==> src/rtl/eve_pkg.sv <==
`default_nettype none
// +----------------------------------------------------------------------+
// | eve_pkg : shared gene word layout, sentinel and writer FSM encoding  |
// | Rev 1.0                                                              |
// +----------------------------------------------------------------------+
package eve_pkg;

    localparam int GENE_W      = 64;
    localparam int ID_MSB      = 63;
    localparam int ID_LSB      = 56;
    localparam int TYPE_BIT    = 55;
    localparam int KEY_MSB     = 47;
    localparam int KEY_LSB     = 32;
    localparam int PAYLOAD_MSB = 31;
    localparam int PAYLOAD_LSB = 0;

    localparam logic [7:0]        INVALID_ID   = 8'hFF;
    localparam logic [GENE_W-1:0] EOG_SENTINEL = 64'hFFFF_FFFF_FFFF_FFFF;

    localparam int STATE_W = 3;
    localparam logic [STATE_W-1:0] ST_IDLE    = 3'd0;
    localparam logic [STATE_W-1:0] ST_COLLECT = 3'd1;
    localparam logic [STATE_W-1:0] ST_DRAIN   = 3'd2;
    localparam logic [STATE_W-1:0] ST_TERM    = 3'd3;
    localparam logic [STATE_W-1:0] ST_DONE    = 3'd4;

    typedef logic [GENE_W-1:0] gene_t;

    function automatic logic [7:0] gene_id(input gene_t g);
        return g[ID_MSB:ID_LSB];
    endfunction

    function automatic logic gene_is_conn(input gene_t g);
        return g[TYPE_BIT];
    endfunction

    function automatic logic [15:0] gene_key(input gene_t g);
        return g[KEY_MSB:KEY_LSB];
    endfunction

    function automatic logic [31:0] gene_payload(input gene_t g);
        return g[PAYLOAD_MSB:PAYLOAD_LSB];
    endfunction

endpackage
`default_nettype wire

==> src/rtl/eve_gene_fifo.sv <==
`default_nettype none
// +----------------------------------------------------------------------+
// | eve_gene_fifo : synchronous gene FIFO, head read from storage flops  |
// | Rev 1.0                                                              |
// +----------------------------------------------------------------------+
module eve_gene_fifo
    import eve_pkg::*;
#(
    parameter int DEPTH = 4,
    parameter int CNT_W = $clog2(DEPTH) + 1
) (
    input  logic              clk,
    input  logic              rst,
    input  logic              push,
    input  logic [GENE_W-1:0] push_data,
    input  logic              pop,
    output logic [GENE_W-1:0] head,
    output logic              full,
    output logic              empty,
    output logic [CNT_W-1:0]  occupancy
);

    localparam int PTR_W = (DEPTH > 1) ? $clog2(DEPTH) : 1;

    logic [GENE_W-1:0] mem_q [DEPTH];
    logic [GENE_W-1:0] mem_d [DEPTH];
    logic [PTR_W-1:0]  wr_ptr_q, wr_ptr_d;
    logic [PTR_W-1:0]  rd_ptr_q, rd_ptr_d;
    logic [CNT_W-1:0]  count_q, count_d;
    logic              do_push;
    logic              do_pop;

    assign full      = (count_q == CNT_W'(DEPTH));
    assign empty     = (count_q == '0);
    assign occupancy = count_q;
    assign head      = mem_q[rd_ptr_q];

    // A push into a full FIFO is fine when the head leaves on the same edge.
    assign do_pop  = pop && !empty;
    assign do_push = push && (!full || do_pop);

    always_comb begin
        mem_d    = mem_q;
        wr_ptr_d = wr_ptr_q;
        rd_ptr_d = rd_ptr_q;
        count_d  = count_q;
        if (do_push) begin
            mem_d[wr_ptr_q] = push_data;
            wr_ptr_d        = wr_ptr_q + PTR_W'(1);
        end
        if (do_pop) begin
            rd_ptr_d = rd_ptr_q + PTR_W'(1);
        end
        case ({do_push, do_pop})
            2'b10:   count_d = count_q + CNT_W'(1);
            2'b01:   count_d = count_q - CNT_W'(1);
            default: count_d = count_q;
        endcase
    end

    always_ff @(posedge clk) begin
        if (rst) begin
            wr_ptr_q <= '0;
            rd_ptr_q <= '0;
            count_q  <= '0;
        end else begin
            wr_ptr_q <= wr_ptr_d;
            rd_ptr_q <= rd_ptr_d;
            count_q  <= count_d;
        end
    end

    always_ff @(posedge clk) begin
        mem_q <= mem_d;
    end

endmodule
`default_nettype wire

==> src/rtl/eve_child_writer.sv <==
`default_nettype none
// +----------------------------------------------------------------------+
// | eve_child_writer : filters child genes, buffers them and writes the  |
// | child genome plus end-of-genome sentinel.            Rev 1.0         |
// +----------------------------------------------------------------------+
module eve_child_writer
    import eve_pkg::*;
#(
    parameter int ADDR_W     = 10,
    parameter int FIFO_DEPTH = 4
) (
    input  logic              clk,
    input  logic              rst,
    input  logic              start,
    input  logic [ADDR_W-1:0] base_addr,
    input  logic [ADDR_W-1:0] max_genes,
    input  logic              flush,
    input  logic [63:0]       in_gene,
    input  logic              in_valid,
    output logic              in_stall,
    output logic [ADDR_W-1:0] mem_addr,
    output logic [63:0]       mem_wdata,
    output logic              mem_we,
    input  logic              mem_ready,
    output logic              busy,
    output logic              done,
    output logic [ADDR_W-1:0] gene_count,
    output logic [ADDR_W-1:0] node_count,
    output logic [ADDR_W-1:0] conn_count,
    output logic              overflow,
    output logic              limit_err
);

    localparam int CNT_W  = $clog2(FIFO_DEPTH) + 1;
    localparam int FILL_W = ADDR_W + 1;

    logic [STATE_W-1:0] state_q, state_d;
    logic [ADDR_W-1:0]  base_q, base_d;
    logic [ADDR_W-1:0]  max_q, max_d;
    logic [ADDR_W-1:0]  gene_count_q, gene_count_d;
    logic [ADDR_W-1:0]  node_count_q, node_count_d;
    logic [ADDR_W-1:0]  conn_count_q, conn_count_d;
    logic               overflow_q, overflow_d;
    logic               limit_err_q, limit_err_d;
    logic               in_stall_q, in_stall_d;

    logic [GENE_W-1:0]  fifo_head;
    logic               fifo_full;
    logic               fifo_empty;
    logic [CNT_W-1:0]   fifo_occ;
    logic               fifo_push;
    logic               fifo_pop;

    logic               collecting;
    logic               writing;
    logic               word_ok;
    logic               drop_full;
    logic               limit_hit;
    logic [FILL_W-1:0]  fill;

    eve_gene_fifo #(
        .DEPTH (FIFO_DEPTH),
        .CNT_W (CNT_W)
    ) u_fifo (
        .clk       (clk),
        .rst       (rst),
        .push      (fifo_push),
        .push_data (in_gene),
        .pop       (fifo_pop),
        .head      (fifo_head),
        .full      (fifo_full),
        .empty     (fifo_empty),
        .occupancy (fifo_occ)
    );

    assign collecting = (state_q == ST_COLLECT);
    assign writing    = (collecting || (state_q == ST_DRAIN)) && !fifo_empty;
    assign fifo_pop   = writing && mem_ready;

    // Buffered plus written genes never exceeds max; a same-cycle pop keeps the sum.
    assign fill      = FILL_W'(gene_count_q) + FILL_W'(fifo_occ);
    assign limit_hit = (fill >= FILL_W'(max_q));

    assign word_ok   = collecting && in_valid && (gene_id(in_gene) != INVALID_ID);
    assign drop_full = word_ok && fifo_full && !fifo_pop;
    assign fifo_push = word_ok && !drop_full && !limit_hit;

    always_comb begin
        state_d      = state_q;
        base_d       = base_q;
        max_d        = max_q;
        gene_count_d = gene_count_q;
        node_count_d = node_count_q;
        conn_count_d = conn_count_q;
        overflow_d   = overflow_q;
        limit_err_d  = limit_err_q;
        in_stall_d   = (fifo_occ >= CNT_W'(FIFO_DEPTH - 1));

        case (state_q)
            ST_IDLE: begin
                if (start) begin
                    state_d      = ST_COLLECT;
                    base_d       = base_addr;
                    max_d        = max_genes;
                    gene_count_d = '0;
                    node_count_d = '0;
                    conn_count_d = '0;
                    overflow_d   = 1'b0;
                    limit_err_d  = 1'b0;
                end
            end
            ST_COLLECT: begin
                if (flush) begin
                    state_d = ST_DRAIN;
                end
            end
            ST_DRAIN: begin
                if (fifo_empty) begin
                    state_d = ST_TERM;
                end
            end
            ST_TERM: begin
                if (mem_ready) begin
                    state_d = ST_DONE;
                end
            end
            ST_DONE: begin
                state_d = ST_IDLE;
            end
            default: begin
                state_d = ST_IDLE;
            end
        endcase

        if (fifo_pop) begin
            gene_count_d = gene_count_q + ADDR_W'(1);
            if (gene_is_conn(fifo_head)) begin
                conn_count_d = conn_count_q + ADDR_W'(1);
            end else begin
                node_count_d = node_count_q + ADDR_W'(1);
            end
        end

        if (drop_full) begin
            overflow_d = 1'b1;
        end
        if (word_ok && !drop_full && limit_hit) begin
            limit_err_d = 1'b1;
        end
    end

    always_ff @(posedge clk) begin
        if (rst) begin
            state_q      <= ST_IDLE;
            base_q       <= '0;
            max_q        <= '0;
            gene_count_q <= '0;
            node_count_q <= '0;
            conn_count_q <= '0;
            overflow_q   <= 1'b0;
            limit_err_q  <= 1'b0;
            in_stall_q   <= 1'b0;
        end else begin
            state_q      <= state_d;
            base_q       <= base_d;
            max_q        <= max_d;
            gene_count_q <= gene_count_d;
            node_count_q <= node_count_d;
            conn_count_q <= conn_count_d;
            overflow_q   <= overflow_d;
            limit_err_q  <= limit_err_d;
            in_stall_q   <= in_stall_d;
        end
    end

    // Write port is a pure function of flops, so it holds steady while mem_ready is low.
    assign mem_we    = writing || (state_q == ST_TERM);
    assign mem_addr  = mem_we ? (base_q + gene_count_q) : '0;
    assign mem_wdata = (state_q == ST_TERM) ? EOG_SENTINEL :
                       (writing ? fifo_head : '0);

    assign busy       = (state_q != ST_IDLE);
    assign done       = (state_q == ST_DONE);
    assign in_stall   = in_stall_q;
    assign gene_count = gene_count_q;
    assign node_count = node_count_q;
    assign conn_count = conn_count_q;
    assign overflow   = overflow_q;
    assign limit_err  = limit_err_q;

endmodule
`default_nettype wire

==> config.mk <==
export PLATFORM = sky130hd
export DESIGN_NAME = eve_child_writer
export DESIGN_NICKNAME = d
export VERILOG_FILES = /design/src/rtl/eve_pkg.sv /design/src/rtl/eve_gene_fifo.sv /design/src/rtl/eve_child_writer.sv
export SDC_FILE = /design/constraint.sdc
export NUM_CORES = 1
export LEC_CHECK = 0
export ABC_AREA = 1
export CAP_MARGIN = 40
export CORE_MARGIN = 4
export CORE_UTILIZATION = 45
export DETAILED_ROUTE_END_ITERATION = 16
export HOLD_SLACK_MARGIN = 0.1
export PLACE_DENSITY = 0.81
export SYNTH_ARGS = -nofsm -noshare
export SYNTH_HDL_FRONTEND = slang
export SYNTH_SLANG_ARGS = --single-unit
==> constraint.sdc <==
create_clock -name clk -period 5.37 [get_ports clk]
set_input_delay 0.537 -clock clk [delete_from_list [all_inputs] [get_ports clk]]
set_output_delay 0.537 -clock clk [all_outputs]
set_load 0.01 [all_outputs]
== Word-level counts from Yosys, hierarchy flattened ==
Index checks and enable logic that the tools add are counted.

* Equal/unequal tests: 12
* Muxes and demuxes: 30
* Reductions and logical operators: 35
* $add $sub $neg: 9
* Magnitude comparators: 5
* Bitwise operators: 2

{| class="wikitable"
|+ Operators with widths
! cell !! count
|-
| $mux 64 || 5
|-
| $bwmux 256 || 1
|-
| $bmux 64 s2 || 1
|-
| $demux 64 s2 || 1
|-
| $mux 10 || 12
|-
| $add 10x1->10 const B || 3
|-
| $reduce_bool 2->1 || 7
|-
| $logic_and 1x1->1 || 12
|-
| $mux 3 || 4
|-
| $pmux 3 s4 || 1
|-
| $add 10x3->11 || 1
|-
| $ge 11x10->1 || 1
|-
| $add 10x10->10 || 1
|-
| $ne 8x8->1 const B || 1
|-
| $reduce_and 2->1 || 4
|-
| $eq 3x2->1 const B || 2
|-
| $eq 3x3->1 const B || 2
|-
| $ge 3x3->1 const B || 2
|-
| $logic_not 3->1 || 2
|-
| $ne 2x2->1 const B || 3
|-
| $not 2->3 || 2
|-
| $pmux 3 s2 || 1
|-
| $logic_not 1->1 || 5
|-
| $add 2x1->2 const B || 2
|-
| other kinds (12) || 17
|}

* Input bits: 90
* Flip-flop bits (word level): 319
* Word-level logic and storage cells: 109

== Logic depth before layout (Yosys ltp) ==
* Word-level depth: 12
* Depth in mapped cells: 23
* Mapped depth without buffers: 23

== By module ==
Synthesis repeated with hierarchy kept, for this count alone.

* Cells, all modules: 1337
* Area total of the unflattened synthesis: 13917.1 um^2

{| class="wikitable"
|+ By module, submodules not included
! module !! cells each !! area an instance (um^2) !! instances !! sequential area each (um^2)
|-
| eve_gene_fifo || 689 || 9930.8 || 1 || 7827.5
|-
| eve_child_writer || 648 || 3986.3 || 1 || 1121.1
|}

== Worst setup path before layout ==
OpenSTA, ideal clock, no wires.

* Path kind: register to register
* Start point: reg gene_count_q[0], in the netlist gene_count[0]
* End point: reg u_fifo.mem_q[0] (netlist name), enable pin
* Buffers on the path: 0
* Arrival time: 5.363 ns
* Period minus slack after synthesis: 5.849 ns
* Data required time: 4.884 ns
* Cell stages (with the launch flop): 17
* Slack: -0.479 ns
* Cell sequence: dfxtp_1 > ha_1 > inv_1 > fa_1 > o21ai_0 > nand2_1 > nor2_1 > nand2_1 > xor2_1 > ha_1 > nand2_1 > inv_1 > nand2_1 > nand3b_1 > nor2_1 > nand3_4 > nor2_1

* Longest elaborated chain between the ends: 5

{| class="wikitable"
|+ Ends and longest elaborated chain
! what !! line !! source
|-
| start: declaration || eve_child_writer.sv:40 || <nowiki>logic [ADDR_W-1:0] gene_count_q, gene_count_d;</nowiki>
|-
| start signal: assignment || eve_child_writer.sv:167 || <nowiki>gene_count_q <= gene_count_d;</nowiki>
|-
| $add 10x3->11 || eve_child_writer.sv:81 || <nowiki>assign fill = FILL_W'(gene_count_q) + FILL_W'(fifo_occ);</nowiki>
|-
| $ge 11x10->1 || eve_child_writer.sv:82 || <nowiki>assign limit_hit = (fill >= FILL_W'(max_q));</nowiki>
|-
| $logic_not 1->1 || eve_child_writer.sv:86 || <nowiki>assign fifo_push = word_ok && !drop_full && !limit_hit;</nowiki>
|-
| $logic_and 1x1->1 || eve_child_writer.sv:86 ||
|-
| $logic_and 1x1->1 || eve_gene_fifo.sv:40 || <nowiki>assign do_push = push && (!full || do_pop);</nowiki>
|-
| end signal: assignment || eve_gene_fifo.sv:74 || <nowiki>mem_q <= mem_d;</nowiki>
|-
| end: declaration || eve_gene_fifo.sv:25 || <nowiki>logic [GENE_W-1:0] mem_q [DEPTH];</nowiki>
|}

No other way between the ends.
A chain may end at the register's enable or synchronous reset.

== Final worst setup path ==
* Start point: reg gene_count_q[1], in the netlist gene_count[1]
* End point: reg u_fifo.mem_q[185] (netlist name), enable pin

The elaborated chain is that of the path after synthesis.

==> results.ini <==
[drt]
drcViolationCount = 0
wl_per_cell_um = 18.06
drt_pass1_iterations = 5
antenna_violating_nets_post_route = 0
vias_per_cell = 5.436
routed_wl_um = 34500
vias = 10382
drt_iter0_drc = 995

[global_routing]
grt_pass1_vias = 10296
antenna_found_initial = 0
grt_max_degree = 73
grt_overflow_total = 0
grt_usage_pct = 19.88
grt_pass1_wl_um = 54130

[yosys]
syn_nets = 1439
syn-instance-count = 1316
yosysSeqAreaShare_pct = 64.91
syn_area_per_cell_um2 = 10.48
syn_area_mm2 = 0.01379
synthDistinctLibCells = 40
yosysWarnings = 0
yosys_register_bits = 319

[cts]
max-clock-path-buffers = 3
cts.sinks = 319
clockRootBuffer = clkbuf_16
clk_latency_ns = 0.52
htreeDepth = 2
cts_tree = yes
hold_buffers = 0
path_clk_slew_ns = 0.06
postCtsSetupRepairBufs = 0
cts_resized = 0
cts_made_buffers = 35

[layout]
fillCellCount = 2400
n_antenna_cell = 0
nets = 1621
areaGrowthSynthToFinish_pct = 25.62
final_common_cell = nor2_1
layout_common_cells = 312 x nor2_1, 256 x edfxtp_1, 199 x clkdlybuf4s50_1
drive_gt1_share_pct = 6.118
fin_area_mm2 = 0.01732

[setup_path]
crit_slowest_cell = nor2_4
rr_startpoint = gene_count[1]
cp_cell_sequence = inv_1, fa_1, o21ai_0, nand2_1, nor2_1, nand2_1, xor2_1, ha_1, nand2_1, inv_1, nand2_1, nand3b_1, nor2_1, nand3_4, nor2_4, buf_12
cpMostUsedCell = nand2_1
worstPathRequired_ns = 5.57
slowest_delay_ns = 0.66
crit_path_start_kind = flop
arrival_ns = 4.43
critPathKind = reg2reg
rrSetupSlack_ns = 1.14
endpoint_kind = flop
rr_endpoint = u_fifo.mem_q[185]
crit_path_max_fanout = 25
reg2reg_depth = 16

[power]
power_mw = 6.629
peakVddDrop_mv = 0.2828
cellPowerDensity_mw_per_mm2 = 382.8
p_leak_nw = 5.972

[hold_path]
hold_path.class = reg2reg
hold_end = max_q[8]
hp-start = max_q[8]
hold_depth = 2

[sta]
finalSetupViolCount = 0
skew_ns = 0.01388
slew_violations = 0
rsz0062_at_grt = no
period_share_pct = 78.83
worstMarginPinSlew_ns = 0.8781
timing.hold.ws_ns = 0.4734
setup_tns_ns = 0
period_minus_slack_ns = 4.233
fmax_mhz = 236.2
slew_headroom_pct = 41.46
finalHoldViolations = 0
setup_slack_ns = 1.137

[placed_design]
hpwlAfterDp_um = 21270
placed_area_mm2 = 0.01623
port_buffers = 199
finalWeightedCongestion = 0.8670
dp_slack_ns = 1.149

[floorplanning]
fp.dieW_um = 183.0
dieArea_mm2 = 0.03350
start_util_pct = 46.02
fp-row-count = 63
die_h_um = 183.0
core_area_mm2 = 0.02995
ioPinCount = 200

[run_status]
status = finished, final reports clean

[job]
cap_violations = 0

-- Yosys cell counts, drive strengths merged --
| cell type | instances | area, µm² |
|---|---|---|
| a21oi | 74 | 381.6 |
| dfxtp | 63 | 1261 |
| a21o | 1 | 7.510 |
| clkbuf | 41 | 153.9 |
| xor2 | 7 | 61.31 |
| o21bai | 1 | 7.510 |
| nor4 | 5 | 31.28 |
| o21ai | 165 | 829.5 |
| inv | 71 | 266.5 |
| a31oi | 63 | 394.1 |
| xnor2 | 3 | 26.28 |
| fa | 3 | 60.06 |
| a31o | 1 | 8.760 |
| nor3 | 10 | 50.05 |
| nand3 | 22 | 145.1 |
| edfxtp | 256 | 7687 |
| o21a | 1 | 7.510 |
| nand2 | 134 | 525.5 |
| nand3b | 1 | 7.510 |
| o22ai | 1 | 6.260 |
| a221oi | 1 | 8.760 |
| nor2 | 319 | 1220 |
| ha | 30 | 375.4 |
| a211oi | 5 | 37.54 |
| buf | 29 | 151.4 |
| o31a | 1 | 8.760 |
| nand4 | 8 | 65.06 |
-- state kept, by name, summed over array words and instances, names as in the netlist --
signal	cells
gene_count	10
max_q	10
overflow	1
limit_err	1
u_fifo.wr_ptr_q	2
conn_count	10
u_fifo.occupancy	3
base_q	10
in_stall	1
node_count	10
state_q	3
u_fifo.rd_ptr_q	2
u_fifo.mem_q	256
-- power by group --
part | switching (mW) | internal, mW
clock | 0.948 | 1.32
combinational | 0.866 | 0.549
sequential | 0.0844 | 2.86
-- through the flow --
step | std cells | util (%)
floorplan | 1316 | -
global placement | 1848 | 53.98
detailed placement | 1851 | 54.18
CTS | 1910 | 57.82
global route | 1910 | 57.82
finish | 1910 | 57.82
-- per-layer routing --
layer  track usage (%)  vias to the layer above  routed length, µm
met5                 0                        -                  0
met4             4.768                        0                520
met3             3.689                       52               2752
met2             33.38                      412              16550
met1             27.08                     4964              14680
li1                  -                     4954                  -
-- worst max-delay path: cells and delay by family, from the launching register on --
family          cells  cell delay [ns]
fa+ha+maj           2             0.74
buf+inv             3             0.47
flops               1             0.48
compound gates      1             0.30
simple gates        9             1.77
xor+xnor            1             0.15
-- final cells by class --
type                    count  area (µm²)  share of cell area, %
flip-flops and latches    319        8954                  51.70
clock buffers              43       919.6                  5.310
multi-input cells         856        4308                  24.88
well taps                 390       488.0                  2.818
clock inverters            16       168.9                 0.9754
repair buffers            215        2212                  12.77
inverters                  71       267.8                  1.546
-- worst max path at each step --
stage	from	to	slack (ns)	depth (start not counted)
2_1_floorplan	gene_count[0]	u_fifo.mem_q[0]	-0.48	16
3_3_place_gp	gene_count[1]	u_fifo.mem_q[172]	1.25	16
3_5_place_dp	gene_count[0]	u_fifo.mem_q[171]	1.15	17
4_1_cts	gene_count[1]	u_fifo.mem_q[180]	1.10	16
5_1_grt	gene_count[0]	u_fifo.mem_q[185]	0.67	17
6_report	gene_count[1]	u_fifo.mem_q[185]	1.14	16
-- kinds of logic (layout without fill, tap and decap cells) --
family | after synthesis | in the layout | synth area share (%)
adder cells (fa/ha/maj) | 33 | 33 | 3.158
AO/OA/AOI/OAI | 314 | 314 | 12.32
flip-flops | 319 | 319 | 64.91
XOR/XNOR | 10 | 10 | 0.6354
AND/OR/NAND/NOR | 499 | 499 | 14.83
buffers and inverters | 141 | 345 | 4.148
(Power assumes the default switching activity.)
